<file path="config.mk">
export PLATFORM = sky130hd
export DESIGN_NAME = period_meter
export DESIGN_NICKNAME = d
export VERILOG_FILES = /design/src/rtl/period_meter.sv
export SDC_FILE = /design/constraint.sdc
export NUM_CORES = 1
export LEC_CHECK = 0
export CAP_MARGIN = 20
export CELL_PAD_IN_SITES_DETAIL_PLACEMENT = 2
export CELL_PAD_IN_SITES_GLOBAL_PLACEMENT = 2
export CORE_ASPECT_RATIO = 0.7
export CORE_MARGIN = 1
export CORE_UTILIZATION = 33
export DETAILED_ROUTE_END_ITERATION = 8
export GPL_TIMING_DRIVEN = 0
export PLACE_DENSITY = 0.83
export SLEW_MARGIN = 20
export SYNTH_ARGS = -nofsm -noshare
export SYNTH_HDL_FRONTEND = slang
export SYNTH_SLANG_ARGS = --single-unit
</file>
<file path="constraint.sdc">
create_clock -name clk -period 5.2 [get_ports clk]
set_input_delay 0.52 -clock clk [delete_from_list [all_inputs] [get_ports clk]]
set_output_delay 0.52 -clock clk [all_outputs]
set_load 0.02 [all_outputs]
</file>
<file path="src/rtl/period_meter.sv">
// Period meter: recovers the period (and, with HIGH_TIME_EN defined, the high time) of a
// periodic input in clk cycles, measuring back-to-back periods rising edge to rising edge.
module period_meter #(
    parameter int CNT_W       = 16,
    parameter int SYNC_STAGES = 2
) (
    input  logic             clk,
    input  logic             preset,
    input  logic             en,
    input  logic             sig_in,
    output logic [CNT_W-1:0] period,
    output logic [CNT_W-1:0] high_time,
    output logic             valid,
    output logic             overflow,
    output logic             busy
);

    typedef enum logic [1:0] {
        IDLE    = 2'd0,
        ARM     = 2'd1,
        MEASURE = 2'd2
    } state_t;

    localparam logic [CNT_W-1:0] CNT_MAX = '1;
    localparam logic [CNT_W-1:0] CNT_ONE = CNT_W'(1);

    logic [SYNC_STAGES-1:0] sync_q, sync_d;
    logic                   s_d_q, s_d_d;
    logic                   s, rise;
    state_t                 state_q, state_d;
    logic [CNT_W-1:0]       cnt_q, cnt_d;
    logic [CNT_W-1:0]       period_q, period_d;
    logic                   valid_q, valid_d;
    logic                   overflow_q, overflow_d;
    logic                   cnt_at_max;

    assign s          = sync_q[SYNC_STAGES-1];
    assign rise       = s & ~s_d_q;
    assign cnt_at_max = (cnt_q == CNT_MAX);

    always_comb begin
        sync_d     = {sync_q[SYNC_STAGES-2:0], sig_in};
        s_d_d      = s;
        state_d    = state_q;
        cnt_d      = cnt_q;
        period_d   = period_q;
        valid_d    = 1'b0;
        overflow_d = overflow_q;
        // Dropping en wins over a rise in the same cycle; the partial period is lost.
        if (!en) begin
            state_d = IDLE;
            cnt_d   = '0;
        end else begin
            case (state_q)
                IDLE: begin
                    state_d = ARM;
                    cnt_d   = '0;
                end
                ARM: begin
                    if (rise) begin
                        cnt_d   = CNT_ONE;
                        state_d = MEASURE;
                    end
                end
                MEASURE: begin
                    if (rise) begin
                        period_d   = cnt_q;
                        valid_d    = 1'b1;
                        overflow_d = 1'b0;
                        cnt_d      = CNT_ONE;
                    end else if (cnt_at_max) begin
                        // No edge within the counter range: flag it and re-arm from scratch.
                        overflow_d = 1'b1;
                        state_d    = ARM;
                        cnt_d      = '0;
                    end else begin
                        cnt_d = cnt_q + CNT_ONE;
                    end
                end
                default: begin
                    state_d = IDLE;
                    cnt_d   = '0;
                end
            endcase
        end
    end

    always_ff @(posedge clk or negedge preset) begin
        if (!preset) begin
            sync_q     <= '0;
            s_d_q      <= 1'b0;
            state_q    <= IDLE;
            cnt_q      <= '0;
            period_q   <= '0;
            valid_q    <= 1'b0;
            overflow_q <= 1'b0;
        end else begin
            sync_q     <= sync_d;
            s_d_q      <= s_d_d;
            state_q    <= state_d;
            cnt_q      <= cnt_d;
            period_q   <= period_d;
            valid_q    <= valid_d;
            overflow_q <= overflow_d;
        end
    end

`ifdef HIGH_TIME_EN
    logic [CNT_W-1:0] hcnt_q, hcnt_d;
    logic [CNT_W-1:0] high_time_q, high_time_d;

    function automatic logic [CNT_W-1:0] sat_inc(input logic [CNT_W-1:0] v);
        return (v == CNT_MAX) ? v : v + CNT_ONE;
    endfunction

    // hcnt counts cycles with s=1 since the last rise; s cannot return high without a new rise.
    always_comb begin
        hcnt_d      = hcnt_q;
        high_time_d = high_time_q;
        if (!en || state_q == IDLE) begin
            hcnt_d = '0;
        end else if (rise && (state_q == ARM || state_q == MEASURE)) begin
            hcnt_d = CNT_ONE;
            if (state_q == MEASURE) begin
                high_time_d = hcnt_q;
            end
        end else if (state_q == MEASURE) begin
            if (cnt_at_max) begin
                hcnt_d = '0;
            end else if (s) begin
                hcnt_d = sat_inc(hcnt_q);
            end
        end
    end

    always_ff @(posedge clk or negedge preset) begin
        if (!preset) begin
            hcnt_q      <= '0;
            high_time_q <= '0;
        end else begin
            hcnt_q      <= hcnt_d;
            high_time_q <= high_time_d;
        end
    end

    assign high_time = high_time_q;
`else
    assign high_time = '0;
`endif

    assign period   = period_q;
    assign valid    = valid_q;
    assign overflow = overflow_q;
    assign busy     = (state_q == MEASURE);

endmodule

</file>
=== After elaboration in Yosys (flattened, before gate mapping) ===
Cells that the tools add are included.

* Flip-flop bits (word level): 39
* Input bits: 4
* Output and inout bits: 35
* Logic and storage cells: 36

* Add/sub/neg operators: 1
* Eq/ne operators: 6
* Multiplexer cells: 15
* Bitwise logic cells: 2
* Reductions and logical operators: 5

{| class="wikitable"
|+ Operators with widths
! operator !! number
|-
| $mux W16 || 4
|-
| $pmux W16 S2 || 1
|-
| $add A16 B1 Y16 const B || 1
|-
| $eq A16 B16 Y1 const B || 1
|-
| $reduce_and A3 Y1 || 3
|-
| $mux W2 || 4
|-
| $ne A3 B3 Y1 const B || 2
|-
| $pmux W2 S3 || 1
|-
| $mux W1 || 5
|-
| $ne A3 B2 Y1 const B || 1
|-
| $eq A2 B1 Y1 const B || 1
|-
| $eq A2 B2 Y1 const B || 1
|-
| $logic_not A2 Y1 || 1
|-
| $reduce_bool A2 Y1 || 1
|-
| $and A1 B1 Y1 || 1
|-
| $not A1 Y1 || 1
|}

=== Longest topological paths before layout ===
* Depth after elaboration: 5
* Gate-level depth with buffers: 9
* Gate-level depth less buffers: 7

=== Worst setup path before layout ===
OpenSTA, ideal clock, no wires.

* Path type: register to register
* From: register state_q[0]
* To: register cnt_q[10]
* Library setup time: 0.083 ns
* Arrival time: 2.201 ns
* Data required time: 5.117 ns
* Setup slack: 2.917 ns
* Cell stages (with the launch flop): 10
* Buffers on the path: 2
* Path through: dfrtp_1 inv_1 ha_1 nand2_1 or3_1 buf_2 or3_4 buf_6 or3_1 o21ai_0

* Word-level cells in the longest chain between the ends: 3
* Elaborated cells between the ends (all ways): 5
* Those cells by class: 3 x eq/ne; 2 x mux

{| class="wikitable"
|+ Ends and longest elaborated chain
! what !! RTL line !! source
|-
| from (decl) || 30 || <nowiki>state_t state_q, state_d;</nowiki>
|-
| from (signal assigned) || 100 || <nowiki>state_q <= state_d;</nowiki>
|-
| $eq A2 B2 Y1 || -- ||
|-
| net busy || 15 || <nowiki>output logic busy</nowiki>
|-
| $pmux W16 S2 || 54 || <nowiki>case (state_q)</nowiki>
|-
| $mux W16 || 50 || <nowiki>if (!en) begin</nowiki>
|-
| to (signal assigned) || 101 || <nowiki>cnt_q <= cnt_d;</nowiki>
|-
| to (decl) || 31 || <nowiki>logic [CNT_W-1:0] cnt_q, cnt_d;</nowiki>
|}

The timed path passes the listed nets, and every way through them passes these cells.
A chain may end at the register's enable or synchronous reset.

=== Worst setup path in the final report ===
* From: input port en
* To: register cnt_q[8]

* Word-level cells in the longest chain between the ends: 1
* Elaborated cells between the ends (all ways): 2
* Those cells by class: 1 x eq/ne; 1 x mux

{| class="wikitable"
|+ Ends and longest elaborated chain
! what !! RTL line !! source
|-
| from (decl) || 9 || <nowiki>input logic en,</nowiki>
|-
| $ne A3 B3 Y1 (no line) / $mux W16 (equally long branches) || -- ||
|}

Several ways; a longest one is shown, not always the timed one.

==> reports/qor.csv <==
stage,metric,value,unit
outcome,status,finished clean,
synth,Seq cells post-synth,39,
synth,synth unique cells,32,
synth,most area-consuming cells after synthesis,"dfrtp_1 50%, nand2_1 10%, buf_4 6.2%",
global_route,gr usage total,20.4,%
synth,syn avg cell area,8.84,sq um
synth,Synth top area share,50.4,%
sta,Final period util,47.7,%
sta,fmax,403,MHz
worst_setup_path,CP Data Arrival Time,2.69,ns
power_and_ir_drop,Flop pwr share,48.7,%
sta,setup ws final,2.72,ns
place,GP Congestion,0.783,
finish,Area Overhead vs Synth,26.2,%
floorplan,Core Area,5450,sq um
worst_setup_path,critical path class,input port to register,
finish,final net count,271,
drt,final antenna-violating net count,0,
clocking,Worst-path clk slew,0.08,ns
global_route,GRT overflow,0,
clocking,CTS tree,yes,
power_and_ir_drop,clock power share,42.6,%
synth,"Seq/Total Area, Yosys",50.4,%
sta,fin crit period,2.48,ns
sta,RSZ-0062 raised after global routing,no,
global_route,initial antenna violation count,0,
global_route,met3 Use GR,6.21,%
clocking,H-tree Lvls,2,
global_route,layer with the highest usage,met2,
floorplan,DIE AREA,6180,sq um
drt,vias per cell,4.84,
finish,"commonest non-fill, non-tap cells in the layout","52 x nand2_1, 39 x dfrtp_1, 21 x clkdlybuf4s50_1",
clocking,"Setup Fix Bufs, Post-CTS",0,
clocking,Inserted Clock Buffers,5,
finish,"most common cell after layout, fill and taps aside",nand2_1,
sta,Worst-Margin Slew,0.619,ns
synth,dominant cell type by area after synthesis,dfrtp_1,
drt,drt pass-1 iters,4,
sta,setup tns final,0,ns
drt,vias,1632,
sta,"Hold Violations, Final",0,
floorplan,Die Height,66.1,microns
sta,Final Setup Violations,0,
floorplan,Initial Utilization,35.5,%
place,dpl ws,2.46,ns
floorplan,Rows,22,
floorplan,die width,93.6,microns
place,hpwl dp,3.92,mm
job,Max-Cap Viols,0,
power_and_ir_drop,total power draw,634,uW
power_and_ir_drop,Sw Ratio,23.9,%
drt,WL/cell,15.8,microns
global_route,GR Util met2,31.2,%
drt,drt drc,0,
sta,Slew headroom,58.6,%
sta,Fin Clk Skew,0.00443,ns
power_and_ir_drop,Gate power share,8.7,%
finish,n_diodes,0,
power_and_ir_drop,PD cells,260,nW/um^2
drt,DR iter-0 viols,62,
drt,drt total wl,5.33,mm
clocking,CTS root buf,clkbuf_8,
place,Port Buf Inserts,22,
power_and_ir_drop,VDD IR-drop max,0.000119,V
clocking,hold_buf cts,0,
synth,synthesized area,1940,sq um
clocking,post_cts resized,0,
power_and_ir_drop,Cell Int Power,483,uW
worst_setup_path,CP Launch Type,input port,
synth,Yosys warning count,0,
clocking,Max Root-Sink Buffers,2,
worst_setup_path,worst-path fanout max,10,
finish,layout cells sized above 1,14.0,%
clocking,clock latency on the worst-skew pair,0.30,ns
global_route,GR Util met1,27.0,%
power_and_ir_drop,sw power,152,uW
sta,fin. max-slew vios,0,
hold_path,HP Class,input port to asynchronous set/reset pin,
sta,worst hold slack,0.182,ns
synth,Mapped Cells,219,
worst_setup_path,CP Capture Type,register,
global_route,pin count of the biggest net entering global routing,22,
global_route,first-pass GRT wire length,9.08,mm
power_and_ir_drop,LEAKAGE,0.00113,uW
worst_setup_path,WP data required,5.41,ns
floorplan,I/O pin cnt,39,
clocking,clock sinks,39,
global_route,number of global-route vias before repair,1766,
==> synth_stat cells (all sizes together) <==
cell type and number:
conb 1, nand2 52, nand2b 2, and2 1, ha 3, nor2b 1, o32ai 1, inv 15
o31ai 2, nand3 8, buf 19, nand4 4, a21boi 2, o221a 1, or3 13, a21oi 11
clkbuf 4, o41ai 1, nor2 10, nor4 2, a31oi 1, and2b 1, dfrtp 39, nor3 5
o21ai 20
==> layout make-up <==
cell class,instances,area [sq um]
multi-input combinational,157,806
clock buffer,6,82.6
clock inverter,2,35.0
tap,72,90.1
sequential,39,976
timing repair buffer,23,243
inverter,15,56.3
fill,624,3010
buffer,23,155
==> power groups by stage <==
stage | logic (uW) | clock network [uW] | registers, uW
finish | 55.3 | 270 | 309
detailed placement | 55.0 | 0 | 315
global placement | 51.7 | 0 | 315
global route | 61.4 | 292 | 310
floorplan | 36.9 | 0 | 314
CTS | 55.5 | 275 | 309
==> worst max-delay path: stages <==
cell and delay, ns:
clkdlybuf4s50_1 0.58, nand2_1 0.09, or3_1 0.31, buf_2 0.16, or3_4 0.41, buf_6 0.16, or3_1 0.37, o21ai_0 0.10
==> stage by stage <==
stage	instances	utilization, %	cell area, sq um
2_1_floorplan	234	-	1990
3_3_place_gp	328	42.3	2300
3_5_place_dp	329	42.7	2330
4_1_cts	337	44.8	2440
5_1_grt	337	44.8	2440
6_report	337	44.8	2440
==> cell families (layout without fill, tap and decap cells) <==
| logic type | count (synthesis) | after routing | synth area share, % |
|---|---|---|---|
| other cells | 1 | 16 | 0.194 |
| compound gates | 39 | 39 | 11.4 |
| flops | 39 | 39 | 50.4 |
| fa+ha+maj | 3 | 3 | 1.94 |
| buf+inv | 38 | 69 | 10.9 |
| simple gates | 99 | 99 | 25.2 |
==> registers in the layout, summed over array words and instances (netlist names) <==
register  cells
overflow      1
valid         1
state_q       2
sync_q        2
cnt_q        16
s_d_q         1
period       16
==> layer usage <==
metal	vias to the layer above	share of wire [%]
met1	809	50
met2	31	45
met4	0	2.1
met3	10	3.1
met5	-	0
li1	782	-
==> final timing paths <==
path,depth (start not counted),from,endpoint,slack (ns)
hold / removal,1,preset,period[2],0.18
setup / recovery,8,en,cnt_q[8],2.72
min in group clk,0,sync_q[0],sync_q[1],0.35
max in group asynchronous,2,preset,period[5],4.53
setup reg to reg,8,state_q[0],cnt_q[8],2.77
hold reg to reg,0,sync_q[0],sync_q[1],0.35
No activity file was read; power rests on OpenSTA's default activity.
